$ cat src/rtl/anticipator_trainer_pkg.sv
// Shared definitions for the anticipator table trainer: default sizes, index
// field layout, FSM state encoding and the jump opcodes that feed the index.
package anticipator_trainer_pkg;

  localparam int AW_DEF    = 12;
  localparam int DW_DEF    = 2;
  localparam int CNT_W_DEF = 16;
  localparam logic [DW_DEF-1:0] INIT_VAL_DEF = '0;

  // Only the upper opcode nibble takes part in the table index.
  localparam logic [7:0] JUMP_LOOP   = 8'h10;
  localparam logic [7:0] JUMP_COND   = 8'h20;
  localparam logic [7:0] JUMP_UNCOND = 8'h30;
  localparam logic [7:0] JUMP_RET    = 8'h40;

  typedef struct packed {
    logic [3:0] ctx;
    logic [3:0] opc_hi;
    logic [3:0] ctx2;
  } tbl_idx_t;

  typedef enum logic {
    ST_INIT = 1'b0,
    ST_RUN  = 1'b1
  } state_e;

  function automatic logic [AW_DEF-1:0] make_idx(input logic [3:0] ctx,
                                                 input logic [3:0] opc_hi,
                                                 input logic [3:0] ctx2);
    tbl_idx_t idx;
    idx.ctx    = ctx;
    idx.opc_hi = opc_hi;
    idx.ctx2   = ctx2;
    return idx;
  endfunction

endpackage

$ cat src/rtl/anticipator_trainer_if.sv
// Outcome-event handshake plus the external table RAM ports and status.
interface anticipator_trainer_if
  import anticipator_trainer_pkg::*;
#(
  parameter int AW    = AW_DEF,
  parameter int DW    = DW_DEF,
  parameter int CNT_W = CNT_W_DEF
);
  logic             upd_valid;
  logic             upd_ready;
  logic [AW-1:0]    upd_addr;
  logic             upd_taken;
  logic [AW-1:0]    rd_addr;
  logic [DW-1:0]    rd_data;
  logic             wr_en;
  logic [AW-1:0]    wr_addr;
  logic [DW-1:0]    wr_data;
  logic             busy;
  logic [CNT_W-1:0] upd_count;

  modport slave (
    input  upd_valid, upd_addr, upd_taken, rd_data,
    output upd_ready, rd_addr, wr_en, wr_addr, wr_data, busy, upd_count
  );

  modport master (
    output upd_valid, upd_addr, upd_taken, rd_data,
    input  upd_ready, rd_addr, wr_en, wr_addr, wr_data, busy, upd_count
  );
endinterface

$ cat src/rtl/anticipator_satcnt.sv
// Saturating up/down step of a DW-bit confidence counter.
module anticipator_satcnt #(
  parameter int DW = 2
) (
  input  logic [DW-1:0] old_i,
  input  logic          taken_i,
  output logic [DW-1:0] new_o
);
  localparam logic [DW-1:0] CNT_MAX = '1;

  always_comb begin
    new_o = old_i;
    if (taken_i) begin
      if (old_i != CNT_MAX) new_o = old_i + 1'b1;
    end else begin
      if (old_i != '0) new_o = old_i - 1'b1;
    end
  end
endmodule

$ cat src/rtl/anticipator_trainer.sv
// Write side of the anticipator table: init sweep, then one read-modify-write
// counter update per cycle with forwarding from the pending write.
//
// state   | meaning
// INIT    | sweeping every entry to INIT_VAL, no events accepted
// RUN     | accepting outcome events, pending write issued next cycle
module anticipator_trainer
  import anticipator_trainer_pkg::*;
#(
  parameter int AW    = AW_DEF,
  parameter int DW    = DW_DEF,
  parameter int CNT_W = CNT_W_DEF,
  parameter logic [DW-1:0] INIT_VAL = INIT_VAL_DEF
) (
  input  logic clk_i,
  input  logic rst_ni,
  input  logic flush_i,
  anticipator_trainer_if.slave bus
);
  localparam logic [AW-1:0]    IDX_LAST = '1;
  localparam logic [CNT_W-1:0] CNT_MAX  = '1;

  state_e           state_q, state_d;
  logic [AW-1:0]    idx_q, idx_d;
  logic             wr_en_q, wr_en_d;
  logic [AW-1:0]    wr_addr_q, wr_addr_d;
  logic [DW-1:0]    wr_data_q, wr_data_d;
  logic [CNT_W-1:0] cnt_q, cnt_d;

  logic          upd_ready;
  logic          accept;
  logic          fwd_hit;
  logic [DW-1:0] old_val;
  logic [DW-1:0] new_val;

  assign upd_ready = (state_q == ST_RUN) & ~flush_i;
  assign accept    = bus.upd_valid & upd_ready;

  // The write registers double as the pending stage; its data is newer than the RAM.
  assign fwd_hit = wr_en_q & (wr_addr_q == bus.upd_addr);
  assign old_val = fwd_hit ? wr_data_q : bus.rd_data;

  anticipator_satcnt #(.DW(DW)) u_satcnt (
    .old_i   (old_val),
    .taken_i (bus.upd_taken),
    .new_o   (new_val)
  );

  assign bus.upd_ready = upd_ready;
  assign bus.rd_addr   = (state_q == ST_RUN) ? bus.upd_addr : idx_q;
  assign bus.wr_en     = wr_en_q;
  assign bus.wr_addr   = wr_addr_q;
  assign bus.wr_data   = wr_data_q;
  assign bus.busy      = (state_q == ST_INIT);
  assign bus.upd_count = cnt_q;

  always_comb begin
    state_d   = state_q;
    idx_d     = idx_q;
    wr_en_d   = 1'b0;
    wr_addr_d = wr_addr_q;
    wr_data_d = wr_data_q;
    cnt_d     = cnt_q;
    case (state_q)
      ST_INIT: begin
        cnt_d = '0;
        if (flush_i) begin
          idx_d = '0;
        end else if (wr_en_q && (wr_addr_q == IDX_LAST)) begin
          // Last entry is on the write port this cycle; sweep is complete.
          state_d = ST_RUN;
          idx_d   = '0;
        end else begin
          wr_en_d   = 1'b1;
          wr_addr_d = idx_q;
          wr_data_d = INIT_VAL;
          idx_d     = idx_q + 1'b1;
        end
      end
      ST_RUN: begin
        if (flush_i) begin
          state_d = ST_INIT;
          idx_d   = '0;
          cnt_d   = '0;
        end else if (accept) begin
          wr_en_d   = 1'b1;
          wr_addr_d = bus.upd_addr;
          wr_data_d = new_val;
          if (cnt_q != CNT_MAX) cnt_d = cnt_q + 1'b1;
        end
      end
      default: state_d = ST_INIT;
    endcase
  end

  always_ff @(posedge clk_i or negedge rst_ni) begin
    if (!rst_ni) begin
      state_q   <= ST_INIT;
      idx_q     <= '0;
      wr_en_q   <= 1'b0;
      wr_addr_q <= '0;
      wr_data_q <= '0;
      cnt_q     <= '0;
    end else begin
      state_q   <= state_d;
      idx_q     <= idx_d;
      wr_en_q   <= wr_en_d;
      wr_addr_q <= wr_addr_d;
      wr_data_q <= wr_data_d;
      cnt_q     <= cnt_d;
    end
  end
endmodule
$ cat src/flat_wrapper.sv
// flat-port wrapper written by rule: the top's interface ports become plain ports
module anticipator_trainer_flat import anticipator_trainer_pkg::*;
#(
  parameter int AW    = AW_DEF,
  parameter int DW    = DW_DEF,
  parameter int CNT_W = CNT_W_DEF,
  parameter logic [DW-1:0] INIT_VAL = INIT_VAL_DEF
)
  (clk_i, rst_ni, flush_i, bus_upd_valid, bus_upd_addr, bus_upd_taken, bus_rd_data, bus_upd_ready, bus_rd_addr, bus_wr_en, bus_wr_addr, bus_wr_data, bus_busy, bus_upd_count);
  anticipator_trainer_if #(.AW(AW), .DW(DW), .CNT_W(CNT_W)) bus_i ();
  input  logic clk_i;
  input  logic rst_ni;
  input  logic flush_i;
  input wire logic [$bits(bus_i.upd_valid)-1:0] bus_upd_valid;
  input wire logic [$bits(bus_i.upd_addr)-1:0] bus_upd_addr;
  input wire logic [$bits(bus_i.upd_taken)-1:0] bus_upd_taken;
  input wire logic [$bits(bus_i.rd_data)-1:0] bus_rd_data;
  output wire logic [$bits(bus_i.upd_ready)-1:0] bus_upd_ready;
  output wire logic [$bits(bus_i.rd_addr)-1:0] bus_rd_addr;
  output wire logic [$bits(bus_i.wr_en)-1:0] bus_wr_en;
  output wire logic [$bits(bus_i.wr_addr)-1:0] bus_wr_addr;
  output wire logic [$bits(bus_i.wr_data)-1:0] bus_wr_data;
  output wire logic [$bits(bus_i.busy)-1:0] bus_busy;
  output wire logic [$bits(bus_i.upd_count)-1:0] bus_upd_count;
  assign bus_i.upd_valid = bus_upd_valid;
  assign bus_i.upd_addr = bus_upd_addr;
  assign bus_i.upd_taken = bus_upd_taken;
  assign bus_i.rd_data = bus_rd_data;
  assign bus_upd_ready = bus_i.upd_ready;
  assign bus_rd_addr = bus_i.rd_addr;
  assign bus_wr_en = bus_i.wr_en;
  assign bus_wr_addr = bus_i.wr_addr;
  assign bus_wr_data = bus_i.wr_data;
  assign bus_busy = bus_i.busy;
  assign bus_upd_count = bus_i.upd_count;
  anticipator_trainer #(.AW(AW), .DW(DW), .CNT_W(CNT_W), .INIT_VAL(INIT_VAL)) u_core (.clk_i(clk_i), .rst_ni(rst_ni), .flush_i(flush_i), .bus(bus_i));
endmodule
$ cat config.mk
export PLATFORM = sky130hd
export DESIGN_NAME = anticipator_trainer_flat
export DESIGN_NICKNAME = d
export VERILOG_FILES = /design/src/rtl/anticipator_trainer_pkg.sv /design/src/rtl/anticipator_trainer_if.sv /design/src/rtl/anticipator_satcnt.sv /design/src/rtl/anticipator_trainer.sv /design/src/flat_wrapper.sv
export SDC_FILE = /design/constraint.sdc
export NUM_CORES = 1
export LEC_CHECK = 0
export ABC_AREA = 1
export CAP_MARGIN = 20
export CORE_ASPECT_RATIO = 1.1
export CORE_MARGIN = 2
export CORE_UTILIZATION = 51
export CTS_CLUSTER_DIAMETER = 60
export DETAILED_ROUTE_END_ITERATION = 6
export GPL_TIMING_DRIVEN = 0
export PLACE_DENSITY_LB_ADDON = 0.1
export RECOVER_POWER = 50
export SYNTH_ARGS = -nofsm -noshare
export SYNTH_HDL_FRONTEND = slang
export SYNTH_SLANG_ARGS = --single-unit
$ cat constraint.sdc
create_clock -name clk_i -period 2.2 [get_ports clk_i]
set_input_delay 0.44 -clock clk_i [delete_from_list [all_inputs] [get_ports clk_i]]
set_output_delay 0.44 -clock clk_i [all_outputs]
set_load 0.1 [all_outputs]
# [Word level (Yosys, flattened, before mapping)]
# Index checks and enable logic that the tools add are counted.
[word_totals] reg_bits=44 input_bits=19 output_inout_bits=45 elab_cells=62
[classes] add_sub_neg=4 eq_ne=11 muxes=32 bitwise=5 n_reduce_logical=4
[ops] operator="12-bit two-way mux" count=8
[ops] operator="16-bit two-way mux" count=3
[ops] operator="12-bit case mux with 2 select lines" count=2
[ops] operator="16-bit case mux with 2 select lines" count=1
[ops] operator="16-bit by 1-bit adder with 16-bit output (second input constant)" count=1
[ops] operator="2-bit two-way mux" count=8
[ops] operator="16-bit inequality test (second input constant)" count=1
[ops] operator="12-bit by 1-bit adder with 12-bit output (second input constant)" count=1
[ops] operator="12-bit equality test" count=1
[ops] operator="12-bit equality test (second input constant)" count=1
[ops] operator="2-bit inequality test (second input constant)" count=6
[ops] operator="1-bit two-way mux" count=7
[ops] operator="3-bit inequality test (second input constant)" count=2
[ops] operator="1-bit case mux with 2 select lines" count=2
[ops] operator="2-bit case mux with 2 select lines" count=1
[ops] operator="4-bit AND reduction" count=1
[ops] operator="1-bit bitwise AND" count=3
[ops] operator="2-bit by 1-bit adder with 2-bit output (second input constant)" count=1
[ops] operator="1-bit NOT" count=2
[ops] operator="2-bit AND reduction" count=1
[ops] operator="2-bit nonzero test" count=1
[ops] operator="2-bit by 1-bit subtractor with 2-bit output (second input constant)" count=1
[ops] operator="1-bit logical AND" count=1

# [Depth between registers and ports, before layout]
[logic_depth] word_depth=9 mapped_depth=13 depth_no_buf=13

# [Hierarchy]
# A second synthesis with hierarchy kept.
[unflattened] hier_cells=384 hier_area_um2=2681.3
[by_module_without_submodules] module="anticipator_trainer" n_inst=1 cells_each=378 area_per_inst_um2=2656.3 seq_area_each_um2=1101.1
[by_module_without_submodules] module="anticipator_satcnt" n_inst=1 cells_each=6 area_per_inst_um2=25.0 seq_area_each_um2=0.0

# [Worst setup path after synthesis]
# Ideal clock, no wire load.
[synth_path] path_type="register -> output" start="reg u_core.state_q" end="out bus_rd_addr[0]" t_arrival_ps=2879 t_required_ps=1760 setup_slack_ps=-1119 stages_incl_launch_ff=4 path_buffers=2 cell_sequence="dfrtp_1 buf_2 clkbuf_1 o21ai_0"
[synth_via] elab_chain_cells=1
[synth_rtl] item="from (decl)" line="anticipator_trainer.sv:23" source="state_e state_q, state_d;"
[synth_rtl] item="from (signal assigned)" line="anticipator_trainer.sv:105" source="state_q <= state_d;"
[synth_rtl] item="12-bit two-way mux" line="anticipator_trainer.sv:50" source="assign bus.rd_addr = (state_q == ST_RUN) ? bus.upd_addr : idx_q;"
[synth_rtl] item="to (decl)" line="flat_wrapper.sv:19" source="output wire logic [$bits(bus_i.rd_addr)-1:0] bus_rd_addr;"
# Every way passes these cells.

# [Worst setup path in the final report]
[layout_path] start="reg u_core.state_q" end="out bus_rd_addr[6]"
# Same word-level chain as after synthesis.

==> impl_metrics.json <==
{
  "mostFrequentLayoutCell": "nand2_1",
  "clk_pin_slew_ns": 0.08,
  "end_kind": "primary output",
  "p_leak_uw": 0.00182,
  "wl_mm": 7.23,
  "place.gp.congestion": 0.875,
  "grtUsageTotal": 0.258,
  "skew_ns": 0.0107,
  "comb_power_share": 0.343,
  "die_area_um2": 6170,
  "drive_above_1_share": 0.135,
  "synth_cell_type_count": 36,
  "die_h_um": 82.2,
  "nFillCells": 482,
  "worst_pin_slew_ns": 0.978,
  "syn-num-nets": 418,
  "yosysSeqAreaShare": 0.388,
  "core_area_um2": 5360,
  "maxSlewHeadroom": 0.351,
  "dieWidth_um": 75.1,
  "dp_hpwl_mm": 5.74,
  "netlist_area_um2": 2840,
  "ff_latch_area_um2": 1110,
  "setup_viol": 0,
  "post_drt_wl_per_cell_um": 13.3,
  "firstDrtPassIters": 4,
  "clkPwrFrac": 0.240,
  "clockBufferDepth": 2,
  "rsz0062_at_grt": "no",
  "crit_slowest_cell": "clkdlybuf4s18_2",
  "grt_max_degree": 30,
  "detailroute.via_count": 2728,
  "cp_top_family": "buffers and inverters",
  "power_uw": 2170,
  "numCtsBuffers": 5,
  "period_minus_slack_ns": 2.11,
  "intPower_uw": 1290,
  "max-cap-violations": 0,
  "synth-seq-cells": 44,
  "syn_inst": 397,
  "grt_pass1_wl_mm": 12.3,
  "synthToLayoutAreaGrowth_pct": 27.1,
  "final_nets": 488,
  "cp.required_ns": 1.76,
  "via_per_inst": 5.02,
  "clock-sinks": 44,
  "ir_worst_vdd_uv": 566,
  "grt.overflow.total": 0,
  "antenna_found_initial": 0,
  "avgSynthCellArea_um2": 7.14,
  "whs_ns": 0.254,
  "crit_type": "reg -> out",
  "critPathMaxFanout": 10,
  "clock.fmax_ghz": 0.473,
  "switching_share": 0.404,
  "outcome": "completed",
  "switching_power_uw": 876,
  "htree_levels": 2,
  "grt_pass1_vias": 2540,
  "ios": 64,
  "std_cell_rows": 28,
  "crit_path_cell_trace": "buf_2, inv_4, nand2_1, o21ai_2, clkdlybuf4s18_2",
  "finalCritPeriodShare": 0.961,
  "ant_nets": 0,
  "ctsHoldBuffers": 0,
  "clock_latency_ns": 0.29,
  "initial_core_util": 0.529,
  "final-hold-violation-count": 0,
  "multi_input_area_um2": 1430,
  "power_density_nw_per_um2": 601,
  "yosys_warnings": 0,
  "final_max_slew_viol_count": 0,
  "final_cell_mix": "nand2_1 (125), inv_1 (58), nor2_1 (35), dfrtp_1 (35), dlygate4sd2_1 (31)",
  "port_buffers": 62,
  "pwr-share-seq": 0.417,
  "fin_tns_setup_ns": 0,
  "r2r_cells": 10,
  "critical_path_arrival_ns": 1.67,
  "crit_cells": 5,
  "start_kind": "flop",
  "cts_root_buffer": "clkbuf_8",
  "path_buf_inv": 3,
  "insertedDiodeCount": 0,
  "route.detailed.drc": 0,
  "holdCritPathClass": "in -> async",
  "drt_iter0_markers": 126,
  "critPathMaxStageDelay_ns": 0.56,
  "cts_tree": "yes"
}
-- power groups by stage --
stage          clock, µW  combinational (µW)  sequential [µW]
2_1_floorplan          0                 379             1080
3_3_place_gp           0                 741              916
3_5_place_dp           0                 754              919
4_1_cts              535                 735              902
5_1_grt              565                 794              909
6_report             520                 743              902
-- sequential cells by signal, indices dropped and copies added, names as in the netlist --
| name | count |
|---|---|
| u_core.bus.upd_count | 16 |
| u_core.bus.wr_addr | 12 |
| u_core.idx_q | 12 |
| u_core.bus.wr_data | 2 |
| u_core.bus.wr_en | 1 |
| u_core.state_q | 1 |
-- cells in the mapped netlist --
library cell	number	area, µm²
or2_2	1	6.26
a21oi_1	12	60.1
nor2_8	1	20.0
a21oi_2	1	8.76
dfrtp_1	44	1100
nand3_1	17	85.1
o21ai_2	3	26.3
clkbuf_8	1	13.8
nand3b_1	3	22.5
inv_6	1	8.76
xnor2_1	2	17.5
buf_8	1	15.0
nand3_2	4	40.0
nor2_4	4	45.0
inv_1	58	218
nor2_2	1	6.26
nor3_4	1	16.3
buf_4	2	15.0
ha_1	2	25.0
a32o_1	1	10.0
nor3_1	9	45.0
inv_4	1	6.26
nand2_1	125	469
inv_2	1	3.75
buf_2	3	15.0
nand2_4	1	11.3
nand4_1	6	37.5
nand2_2	1	6.26
clkbuf_1	3	11.3
o21ai_0	17	85.1
o21ai_1	10	50.1
nor2_1	34	128
nor3_2	1	10.0
o31ai_1	2	15.0
xor2_1	15	131
o22ai_1	8	50.1
-- routing by layer --
metal | global-route usage | up-vias | share of wire
li1 | - | 1398 | -
met1 | 0.380 | 1272 | 0.49
met2 | 0.403 | 54 | 0.46
met3 | 0.0400 | 4 | 0.035
met4 | 0.0518 | 0 | 0.0066
met5 | 0 | - | 0
-- worst paths after layout --
kind                                          from                      end  slack [ns]
setup / recovery                    u_core.state_q           bus_rd_addr[6]        0.09
hold / removal                              rst_ni   u_core.bus.wr_addr[11]        0.25
setup reg to reg            u_core.bus.wr_addr[10]    u_core.bus.wr_addr[9]        0.21
hold reg to reg            u_core.bus.upd_count[0]  u_core.bus.upd_count[0]        0.50
max in group asynchronous                   rst_ni  u_core.bus.upd_count[8]        0.65
min in group clk_i                         flush_i           u_core.state_q        0.42
-- cells by family after synthesis --
| logic type | synth area share |
|---|---|
| simple gates | 0.335 |
| flops | 0.388 |
| xor+xnor | 0.0525 |
| compound gates | 0.108 |
| buf+inv | 0.108 |
| fa+ha+maj | 0.00882 |
-- stage by stage --
step / utilization / setup WS [ns] / cell area (µm²) / cells
after global placement: 0.667 / -0.702 / 3570 / 534
after detailed placement: 0.669 / -0.615 / 3590 / 535
after CTS: 0.673 / 0.0219 / 3600 / 543
final: 0.672 / 0.0851 / 3600 / 543
after global routing: 0.672 / 0.000578 / 3600 / 543
after floorplan: - / -0.355 / 2860 / 397
-- area by class of cell --
class | instances | area share
Timing Repair Buffer | 63 | 0.157
Sequential cell | 44 | 0.309
Inverter | 61 | 0.0656
Tap cell | 75 | 0.0261
Multi-Input combinational cell | 282 | 0.397
Clock buffer | 8 | 0.0250
Buffer | 10 | 0.0201
-- what timing repair did --
item                                   CTS  global route
gates resized for setup                102            11
buffers inserted                         0             0
setup endpoints to repair               45            10
endpoints found under the hold margin    0             0
Note: power is estimated with default switching activity, not from simulation.
